==> config.mk <==
export PLATFORM = sky130hd
export DESIGN_NAME = tile_console_writer_flat
export DESIGN_NICKNAME = d
export VERILOG_FILES = /design/src/rtl/tile_console_writer_if.sv /design/src/rtl/tile_console_writer.sv /design/src/flat_wrapper.sv
export SDC_FILE = /design/constraint.sdc
export NUM_CORES = 1
export LEC_CHECK = 0
export ABC_AREA = 1
export BUFFER_PORTS_ARGS = -buffer_cell sky130_fd_sc_hd__buf_2
export CAP_MARGIN = 20
export CELL_PAD_IN_SITES_DETAIL_PLACEMENT = 0
export CELL_PAD_IN_SITES_GLOBAL_PLACEMENT = 1
export CORE_UTILIZATION = 35
export DETAILED_ROUTE_END_ITERATION = 8
export GPL_ROUTABILITY_DRIVEN = 0
export PLACE_DENSITY_LB_ADDON = 0.3
export SYNTH_ARGS = -nofsm -noshare
export SYNTH_HDL_FRONTEND = slang
export SYNTH_SLANG_ARGS = --single-unit
==> constraint.sdc <==
create_clock -name clk -period 3.7 [get_ports clk]
set_input_delay 0.185 -clock clk [delete_from_list [all_inputs] [get_ports clk]]
set_output_delay 0.185 -clock clk [all_outputs]
set_load 0.01 [all_outputs]
==> src/rtl/tile_console_writer_if.sv <==
// Character stream in, tile-RAM write port and cursor out, for the console writer.
// slave is the writer's view; master is the producer/observer side.
interface tile_console_writer_if #(
  parameter int COL_BITS = 7,
  parameter int ROW_BITS = 6
);
  logic [7:0]                   ch_dat;
  logic                         ch_vld;
  logic                         ch_rdy;
  logic [ROW_BITS+COL_BITS-1:0] waddr;
  logic [7:0]                   wdata;
  logic                         wen;
  logic [COL_BITS-1:0]          cur_col;
  logic [ROW_BITS-1:0]          cur_row;
  logic                         busy;

  modport master (
    output ch_dat, ch_vld,
    input  ch_rdy, waddr, wdata, wen, cur_col, cur_row, busy
  );

  modport slave (
    input  ch_dat, ch_vld,
    output ch_rdy, waddr, wdata, wen, cur_col, cur_row, busy
  );
endinterface

==> src/rtl/tile_console_writer.sv <==
// Tile RAM write sequencer: prints codes at a cursor, handles CR/LF/BS/FF, clears with FILL_CHAR.
// Writes registered (decision t -> RAM port t+1); ch_rdy only in IDLE, no input buffering.
module tile_console_writer #(
  parameter int         COLS      = 80,
  parameter int         ROWS      = 60,
  parameter int         COL_BITS  = 7,
  parameter int         ROW_BITS  = 6,
  parameter logic [7:0] FILL_CHAR = 8'h20
) (
  input  logic                 clk,
  input  logic                 rst,
  tile_console_writer_if.slave bus
);

  localparam int                  AW       = ROW_BITS + COL_BITS;
  localparam logic [COL_BITS-1:0] LAST_COL = COL_BITS'(COLS - 1);
  localparam logic [ROW_BITS-1:0] LAST_ROW = ROW_BITS'(ROWS - 1);
  localparam logic [COL_BITS-1:0] ONE_COL  = COL_BITS'(1);
  localparam logic [ROW_BITS-1:0] ONE_ROW  = ROW_BITS'(1);

  localparam logic [7:0] CH_BS = 8'h08;
  localparam logic [7:0] CH_LF = 8'h0A;
  localparam logic [7:0] CH_FF = 8'h0C;
  localparam logic [7:0] CH_CR = 8'h0D;

  typedef enum logic [1:0] {
    CLEAR  = 2'd0,
    ROWCLR = 2'd1,
    IDLE   = 2'd2
  } state_t;

  state_t              state_q, state_d;
  logic [COL_BITS-1:0] clr_col_q, clr_col_d;
  logic [ROW_BITS-1:0] clr_row_q, clr_row_d;
  logic [COL_BITS-1:0] cur_col_q, cur_col_d;
  logic [ROW_BITS-1:0] cur_row_q, cur_row_d;
  logic                wen_q, wen_d;
  logic [AW-1:0]       waddr_q, waddr_d;
  logic [7:0]          wdata_q, wdata_d;
  logic                do_newline;
  logic                printable;

  assign printable = (bus.ch_dat >= 8'h20) && (bus.ch_dat <= 8'h7E);

  always_ff @(posedge clk) begin
    if (rst) begin
      state_q   <= CLEAR;
      clr_col_q <= '0;
      clr_row_q <= '0;
      cur_col_q <= '0;
      cur_row_q <= '0;
      wen_q     <= 1'b0;
      waddr_q   <= '0;
      wdata_q   <= '0;
    end else begin
      state_q   <= state_d;
      clr_col_q <= clr_col_d;
      clr_row_q <= clr_row_d;
      cur_col_q <= cur_col_d;
      cur_row_q <= cur_row_d;
      wen_q     <= wen_d;
      waddr_q   <= waddr_d;
      wdata_q   <= wdata_d;
    end
  end

  always_comb begin
    state_d    = state_q;
    clr_col_d  = clr_col_q;
    clr_row_d  = clr_row_q;
    cur_col_d  = cur_col_q;
    cur_row_d  = cur_row_q;
    wen_d      = 1'b0;
    waddr_d    = waddr_q;
    wdata_d    = wdata_q;
    do_newline = 1'b0;

    unique case (state_q)
      CLEAR: begin
        wen_d   = 1'b1;
        waddr_d = {clr_row_q, clr_col_q};
        wdata_d = FILL_CHAR;
        if (clr_col_q == LAST_COL) begin
          clr_col_d = '0;
          if (clr_row_q == LAST_ROW) begin
            clr_row_d = '0;
            state_d   = IDLE;
          end else begin
            clr_row_d = clr_row_q + ONE_ROW;
          end
        end else begin
          clr_col_d = clr_col_q + ONE_COL;
        end
      end

      // The cursor row is already the freshly entered row, so it doubles as the clear row.
      ROWCLR: begin
        wen_d   = 1'b1;
        waddr_d = {cur_row_q, clr_col_q};
        wdata_d = FILL_CHAR;
        if (clr_col_q == LAST_COL) begin
          clr_col_d = '0;
          state_d   = IDLE;
        end else begin
          clr_col_d = clr_col_q + ONE_COL;
        end
      end

      IDLE: begin
        if (bus.ch_vld) begin
          if (printable) begin
            wen_d   = 1'b1;
            waddr_d = {cur_row_q, cur_col_q};
            wdata_d = bus.ch_dat;
            if (cur_col_q == LAST_COL) begin
              do_newline = 1'b1;
            end else begin
              cur_col_d = cur_col_q + ONE_COL;
            end
          end else begin
            case (bus.ch_dat)
              CH_CR: cur_col_d = '0;
              CH_LF: do_newline = 1'b1;
              CH_BS: begin
                if (cur_col_q != '0) begin
                  cur_col_d = cur_col_q - ONE_COL;
                  wen_d     = 1'b1;
                  waddr_d   = {cur_row_q, cur_col_q - ONE_COL};
                  wdata_d   = FILL_CHAR;
                end
              end
              CH_FF: begin
                cur_col_d = '0;
                cur_row_d = '0;
                clr_col_d = '0;
                clr_row_d = '0;
                state_d   = CLEAR;
              end
              default: ;
            endcase
          end
        end
      end

      default: begin
        clr_col_d = '0;
        clr_row_d = '0;
        cur_col_d = '0;
        cur_row_d = '0;
        state_d   = CLEAR;
      end
    endcase

    if (do_newline) begin
      cur_col_d = '0;
      cur_row_d = (cur_row_q == LAST_ROW) ? '0 : cur_row_q + ONE_ROW;
      clr_col_d = '0;
      state_d   = ROWCLR;
    end
  end

  assign bus.ch_rdy  = (state_q == IDLE);
  assign bus.busy    = (state_q != IDLE);
  assign bus.wen     = wen_q;
  assign bus.waddr   = waddr_q;
  assign bus.wdata   = wdata_q;
  assign bus.cur_col = cur_col_q;
  assign bus.cur_row = cur_row_q;

  a_col_in_range: assert property (@(posedge clk) disable iff (rst)
    wen_q |-> (int'(waddr_q[COL_BITS-1:0]) < COLS));
  a_row_in_range: assert property (@(posedge clk) disable iff (rst)
    wen_q |-> (int'(waddr_q[AW-1:COL_BITS]) < ROWS));
  a_cursor_in_range: assert property (@(posedge clk) disable iff (rst)
    (int'(cur_col_q) < COLS) && (int'(cur_row_q) < ROWS));

endmodule

==> src/flat_wrapper.sv <==
// flat-port wrapper written by rule: the top's interface ports become plain ports
module tile_console_writer_flat 
#(
  parameter int         COLS      = 80,
  parameter int         ROWS      = 60,
  parameter int         COL_BITS  = 7,
  parameter int         ROW_BITS  = 6,
  parameter logic [7:0] FILL_CHAR = 8'h20
)
  (clk, rst, bus_ch_dat, bus_ch_vld, bus_ch_rdy, bus_waddr, bus_wdata, bus_wen, bus_cur_col, bus_cur_row, bus_busy);
  tile_console_writer_if #(.COL_BITS(COL_BITS), .ROW_BITS(ROW_BITS)) bus_i ();
  input  logic clk;
  input  logic rst;
  input wire logic [$bits(bus_i.ch_dat)-1:0] bus_ch_dat;
  input wire logic [$bits(bus_i.ch_vld)-1:0] bus_ch_vld;
  output wire logic [$bits(bus_i.ch_rdy)-1:0] bus_ch_rdy;
  output wire logic [$bits(bus_i.waddr)-1:0] bus_waddr;
  output wire logic [$bits(bus_i.wdata)-1:0] bus_wdata;
  output wire logic [$bits(bus_i.wen)-1:0] bus_wen;
  output wire logic [$bits(bus_i.cur_col)-1:0] bus_cur_col;
  output wire logic [$bits(bus_i.cur_row)-1:0] bus_cur_row;
  output wire logic [$bits(bus_i.busy)-1:0] bus_busy;
  assign bus_i.ch_dat = bus_ch_dat;
  assign bus_i.ch_vld = bus_ch_vld;
  assign bus_ch_rdy = bus_i.ch_rdy;
  assign bus_waddr = bus_i.waddr;
  assign bus_wdata = bus_i.wdata;
  assign bus_wen = bus_i.wen;
  assign bus_cur_col = bus_i.cur_col;
  assign bus_cur_row = bus_i.cur_row;
  assign bus_busy = bus_i.busy;
  tile_console_writer #(.COLS(COLS), .ROWS(ROWS), .COL_BITS(COL_BITS), .ROW_BITS(ROW_BITS), .FILL_CHAR(FILL_CHAR)) u_core (.clk(clk), .rst(rst), .bus(bus_i));
endmodule
* Yosys cells after proc, flatten, opt, wreduce, memory -nomap -nowiden
Cells that the tools add are included.
Storage, ports and cells: input port bits 11, register bits 50
Cells by class: magnitude comparators 2, bitwise logic cells 2, multiplexer cells 48, add/sub/neg operators 5, reduce and logical (&&, ||, !) cells 16, eq/ne operators 29
Operators with widths (count):
- $mux W7 | 8
- $mux W13 | 4
- $mux W6 | 7
- $pmux W7 S2 | 3
- $pmux W13 S3 | 1
- $eq A8 B4 Y1 const B | 4
- $mux W8 | 4
- $ne A3 B1 Y1 const B | 6
- $pmux W6 S3 | 1
- $pmux W8 S2 | 1
- $add A7 B1 Y7 const B | 2
- $eq A7 B7 Y1 const B | 2
- $add A6 B1 Y6 const B | 2
- $eq A6 B6 Y1 const B | 2
- $mux W2 | 6
- $pmux W6 S2 | 1
- $reduce_and A4 Y1 | 3
- $reduce_and A6 Y1 | 2
- $mux W1 | 10
- $ne A2 B1 Y1 const B | 5
- $reduce_and A5 Y1 | 2
- $ge A8 B6 Y1 const B | 1
- $le A8 B7 Y1 const B | 1
- $ne A4 B2 Y1 const B | 2
- 16 further kinds | 22

* Depth between registers and ports, before layout
word-level depth 7, mapped depth 12

* Worst setup path before layout
No wires, ideal clock.
path type reg-to-reg, from reg u_core.state_q[0], to reg u_core.cur_col_q[1], in the netlist u_core.bus.cur_col[1], buffers on the path 2, arrival time 1.613 ns, setup time 0.115 ns, setup slack 1.972 ns, data required time 3.585 ns, period minus slack after synthesis 1.728 ns, stages on the path, launching flop included 12, path through dfxtp_1 -> inv_1 -> ha_1 -> buf_2 -> inv_2 -> nor2_1 -> nor2_1 -> o21a_1 -> buf_6 -> nand3_1 -> nand2_1 -> nor2_1
On the way: elaborated cells on any way between the ends 13, those cells by class 6 x eq/ne; 2 x mux; 1 x bitwise; 4 x reduce/logical
RTL lines:
- from (decl) | RTL line tile_console_writer.sv:32 | state_t state_q, state_d;
- from (signal assigned) | RTL line tile_console_writer.sv:56 | state_q <= state_d;
- $eq A2 B2 Y1 *
- named net bus_ch_rdy | RTL line flat_wrapper.sv:16 | output wire logic [$bits(bus_i.ch_rdy)-1:0] bus_ch_rdy;
- $ne A4 B2 Y1 (no source line), or another cell as far along
- $reduce_and A5 Y1 (no source line) or $reduce_or A2 Y1 (tied branches)
- to (signal assigned) | RTL line tile_console_writer.sv:59 | cur_col_q <= cur_col_d;
- to (decl) | RTL line tile_console_writer.sv:35 | logic [COL_BITS-1:0] cur_col_q, cur_col_d;
Mark *: on every way through the listed nets, which the timed path passes. The rest lies on a longest branch. A chain may end at the register's enable or synchronous reset.

* Final worst setup path
from reg u_core.cur_col_q[0], in the netlist u_core.bus.cur_col[0], to reg u_core.waddr_q[4], in the netlist u_core.bus.waddr[4]
On the way: longest elaborated chain between the ends 6, elaborated cells on any way between the ends 9, those cells by class 1 x add/sub; 1 x eq/ne; 5 x mux; 2 x reduce/logical
RTL lines:
- $sub A7 B1 Y7 | RTL line tile_console_writer.sv:128 | waddr_d = {cur_row_q, cur_col_q - ONE_COL};
- $mux W13 | RTL line tile_console_writer.sv:125 | if (cur_col_q != '0) begin
- $mux W13 | RTL line tile_console_writer.sv:121 | case (bus.ch_dat)
- $mux W13 | RTL line tile_console_writer.sv:111 | if (printable) begin
- $mux W13 | RTL line tile_console_writer.sv:110 | if (bus.ch_vld) begin
- $pmux W13 S3 | RTL line tile_console_writer.sv:78 | unique case (state_q)
- to (signal assigned) | RTL line tile_console_writer.sv:62 | waddr_q <= waddr_d;
- to (decl) | RTL line tile_console_writer.sv:38 | logic [AW-1:0] waddr_q, waddr_d;
Parallel ways exist; a longest one is shown, timed or not. The select of a mux whose other input is x is not followed.

==> flow_metrics.tcl <==
set metrics [dict create \
    syn2layout_area_growth_pct 12.7 \
    first_iter_violations 129 \
    ys_top_cells_by_area "dfxtp_1 33%, nand2_1 12%, nor2_1 11%" \
    firstDrtPassIters 4 \
    globalRouteOverflowTotal 0 \
    cts_setup_buffers 0 \
    layout.nets 530 \
    slew_headroom_pct 54.4 \
    status "complete, no violations" \
    ctsResizeCount 0 \
    synth_edf_count 0 \
    insertion_delay_ns 0.31 \
    worst_pin_slew_ns 0.684 \
    setup_viol_count_final 0 \
    drv_cap 0 \
    clk_pin_slew_ns 0.11 \
    ys_types 32 \
    holdCritPathClass "input port to register" \
    rows 33 \
    vias 3021 \
    path_class "register to register" \
    crit_fanout 14 \
    report.final.slew_viol_count 0 \
    synth_fp_nets 488 \
    syn_inst 468 \
    synth_compound_area_share_pct 12.2 \
    synth-seq-cells 50 \
    drive_gt1_share_pct 15.5 \
    arrival_ns 2.34 \
    synth_top_family_by_area "simple AND/OR/NAND/NOR gates" \
    fin_area_mm2 0.00343 \
    die_w_um 95.2 \
    io_pins 48 \
    routed_wl_mm 8.02 \
    grt_pass1_wl_mm 13.0 \
    finalHoldViolCount 0 \
    synthXorXnorAreaFrac_pct 2.88 \
    synth_seq_area_share_pct 32.9 \
    avgSynthCellArea_um2 6.50 \
    dpl_cell_area_mm2 0.00333 \
    skew_ns 0.0118 \
    wl_per_cell_um 13.0 \
    worstPathRequired_ns 3.92 \
    numCtsBuffers 5 \
    vias_per_cell 4.90 \
    portBuffers 47 \
    ir_worst_vdd_v 0.000139 \
    period_share_pct 57.5 \
    die-area_mm2 0.00907 \
    synth-simple-area-share_pct 39.6 \
    synth_adder_area_share_pct 3.70 \
    cts_buffer_depth 2 \
    ant_nets 0 \
    synth_top_flop_cell "dfxtp_1" \
    grt_max_degree 20 \
    postCtsHoldBufs 0 \
    core_mm2 0.00830 \
    yosys_warnings 0 \
    powerDensity_mw_per_mm2 280 \
    period_needed_ns 2.13 \
    hpwl_mm 6.09 \
    drc 0 \
    synth_top_area_share_pct 32.9 \
    grt_pass1_vias 2681 \
    initial_core_util_pct 36.7 \
    place_ws_ns 1.61 \
    whs_ns 0.164 \
    rsz0062_at_grt "false" \
    grt_use_total_pct 18.3 \
    max_freq_mhz 470 \
    final.setup.tns_ns 0 \
    die_y_um 95.2 \
    antenna_found_initial 0 \
    most-common-layout-cells "96 x nand2_1, 88 x nor2_1, 52 x nand3_1" \
    timing.final.ws_setup_ns 1.57 \
    cp-start-kind "register" \
    synth_top_area_cell "dfxtp_1" \
    p_leak_nw 1.51 \
    synthArstFlopShare_pct 0 \
    cts_tree "done" \
    end_kind "register" \
    cts_max_level 2 \
    synth_area_mm2 0.00304 \
    muxShareOfSynthArea_pct 0 \
    clockRootBuffer "clkbuf_8" \
    mostFrequentLayoutCell "nand2_1" \
    antenna_cells 0 \
    clock-sinks 50 \
]
area by class of cell:
| class | instances | area [um^2] |
|---|---|---|
| fill | 910 | 4870 |
| tap | 105 | 131 |
| clock buffer | 5 | 68.8 |
| clock inverter | 3 | 28.8 |
| multi-input combinational | 356 | 1780 |
| inverter | 50 | 188 |
| timing repair buffer | 47 | 235 |
| sequential | 50 | 1000 |
path summary, 6_finish.rpt:
| check | endpoint | cells after the start | from | slack, ns |
|---|---|---|---|---|
| hold / removal | u_core.bus.wdata[1] | 3 | bus_ch_dat[1] | 0.16 |
| hold reg to reg | u_core.bus.wdata[1] | 2 | u_core.bus.wdata[1] | 0.47 |
| setup / recovery | u_core.bus.waddr[4] | 10 | u_core.bus.cur_col[0] | 1.57 |
| setup reg to reg | u_core.bus.waddr[4] | 10 | u_core.bus.cur_col[0] | 1.57 |
critical path: stages, from the launching register on:
cell     delay (ns)
dfxtp_1        0.44
inv_1          0.15
ha_1           0.28
nand4_1        0.13
nand2_1        0.09
nand2_1        0.07
nand2_1        0.09
o21ai_2        0.28
inv_2          0.25
nor2_1         0.19
nor2_1         0.06
registers in the layout, indices dropped and copies added, names as in the netlist:
| signal | cells |
|---|---|
| u_core.bus.cur_col | 7 |
| u_core.bus.cur_row | 6 |
| u_core.bus.waddr | 13 |
| u_core.bus.wdata | 8 |
| u_core.bus.wen | 1 |
| u_core.clr_col_q | 7 |
| u_core.clr_row_q | 6 |
| u_core.state_q | 2 |
stage by stage:
stage	cells	power, mW	utilization, %
after floorplan	468	0.597	-
after detailed placement	608	0.619	40.1
after global placement	608	0.618	40.1
after global routing	616	1.00	41.3
after CTS	616	0.975	41.3
final	616	0.960	41.3
power breakdown:
group	switching, mW	total (mW)	internal [mW]
clock network	0.212	0.354	0.142
logic	0.0389	0.0584	0.0195
registers	0.00364	0.547	0.543
total	0.254	0.960	0.705
kinds of logic (layout without fill, tap and decap cells):
logic type / after synthesis / count (layout)
fa+ha+maj: 9 / 9
buf+inv: 62 / 105
simple gates: 269 / 269
compound gates: 68 / 68
flops: 50 / 50
xor+xnor: 10 / 10
per-layer routing:
metal	track usage (%)	up-vias	wire (um)
met1	25.7	1370	4160
met3	2.39	4	262
met4	4.17	0	47
li1	-	1598	-
met5	0	-	0
met2	29.5	49	3550
synthesized netlist by cell type, types with 8 or more instances:
cell,count
a21oi_1,22
dfxtp_1,50
nand4_1,10
nor2_1,88
nand3_1,52
o21ai_0,25
inv_1,46
ha_1,9
xor2_1,8
nand2_1,96
o21ai_1,10
Note: power is estimated with default switching activity, not from simulation.
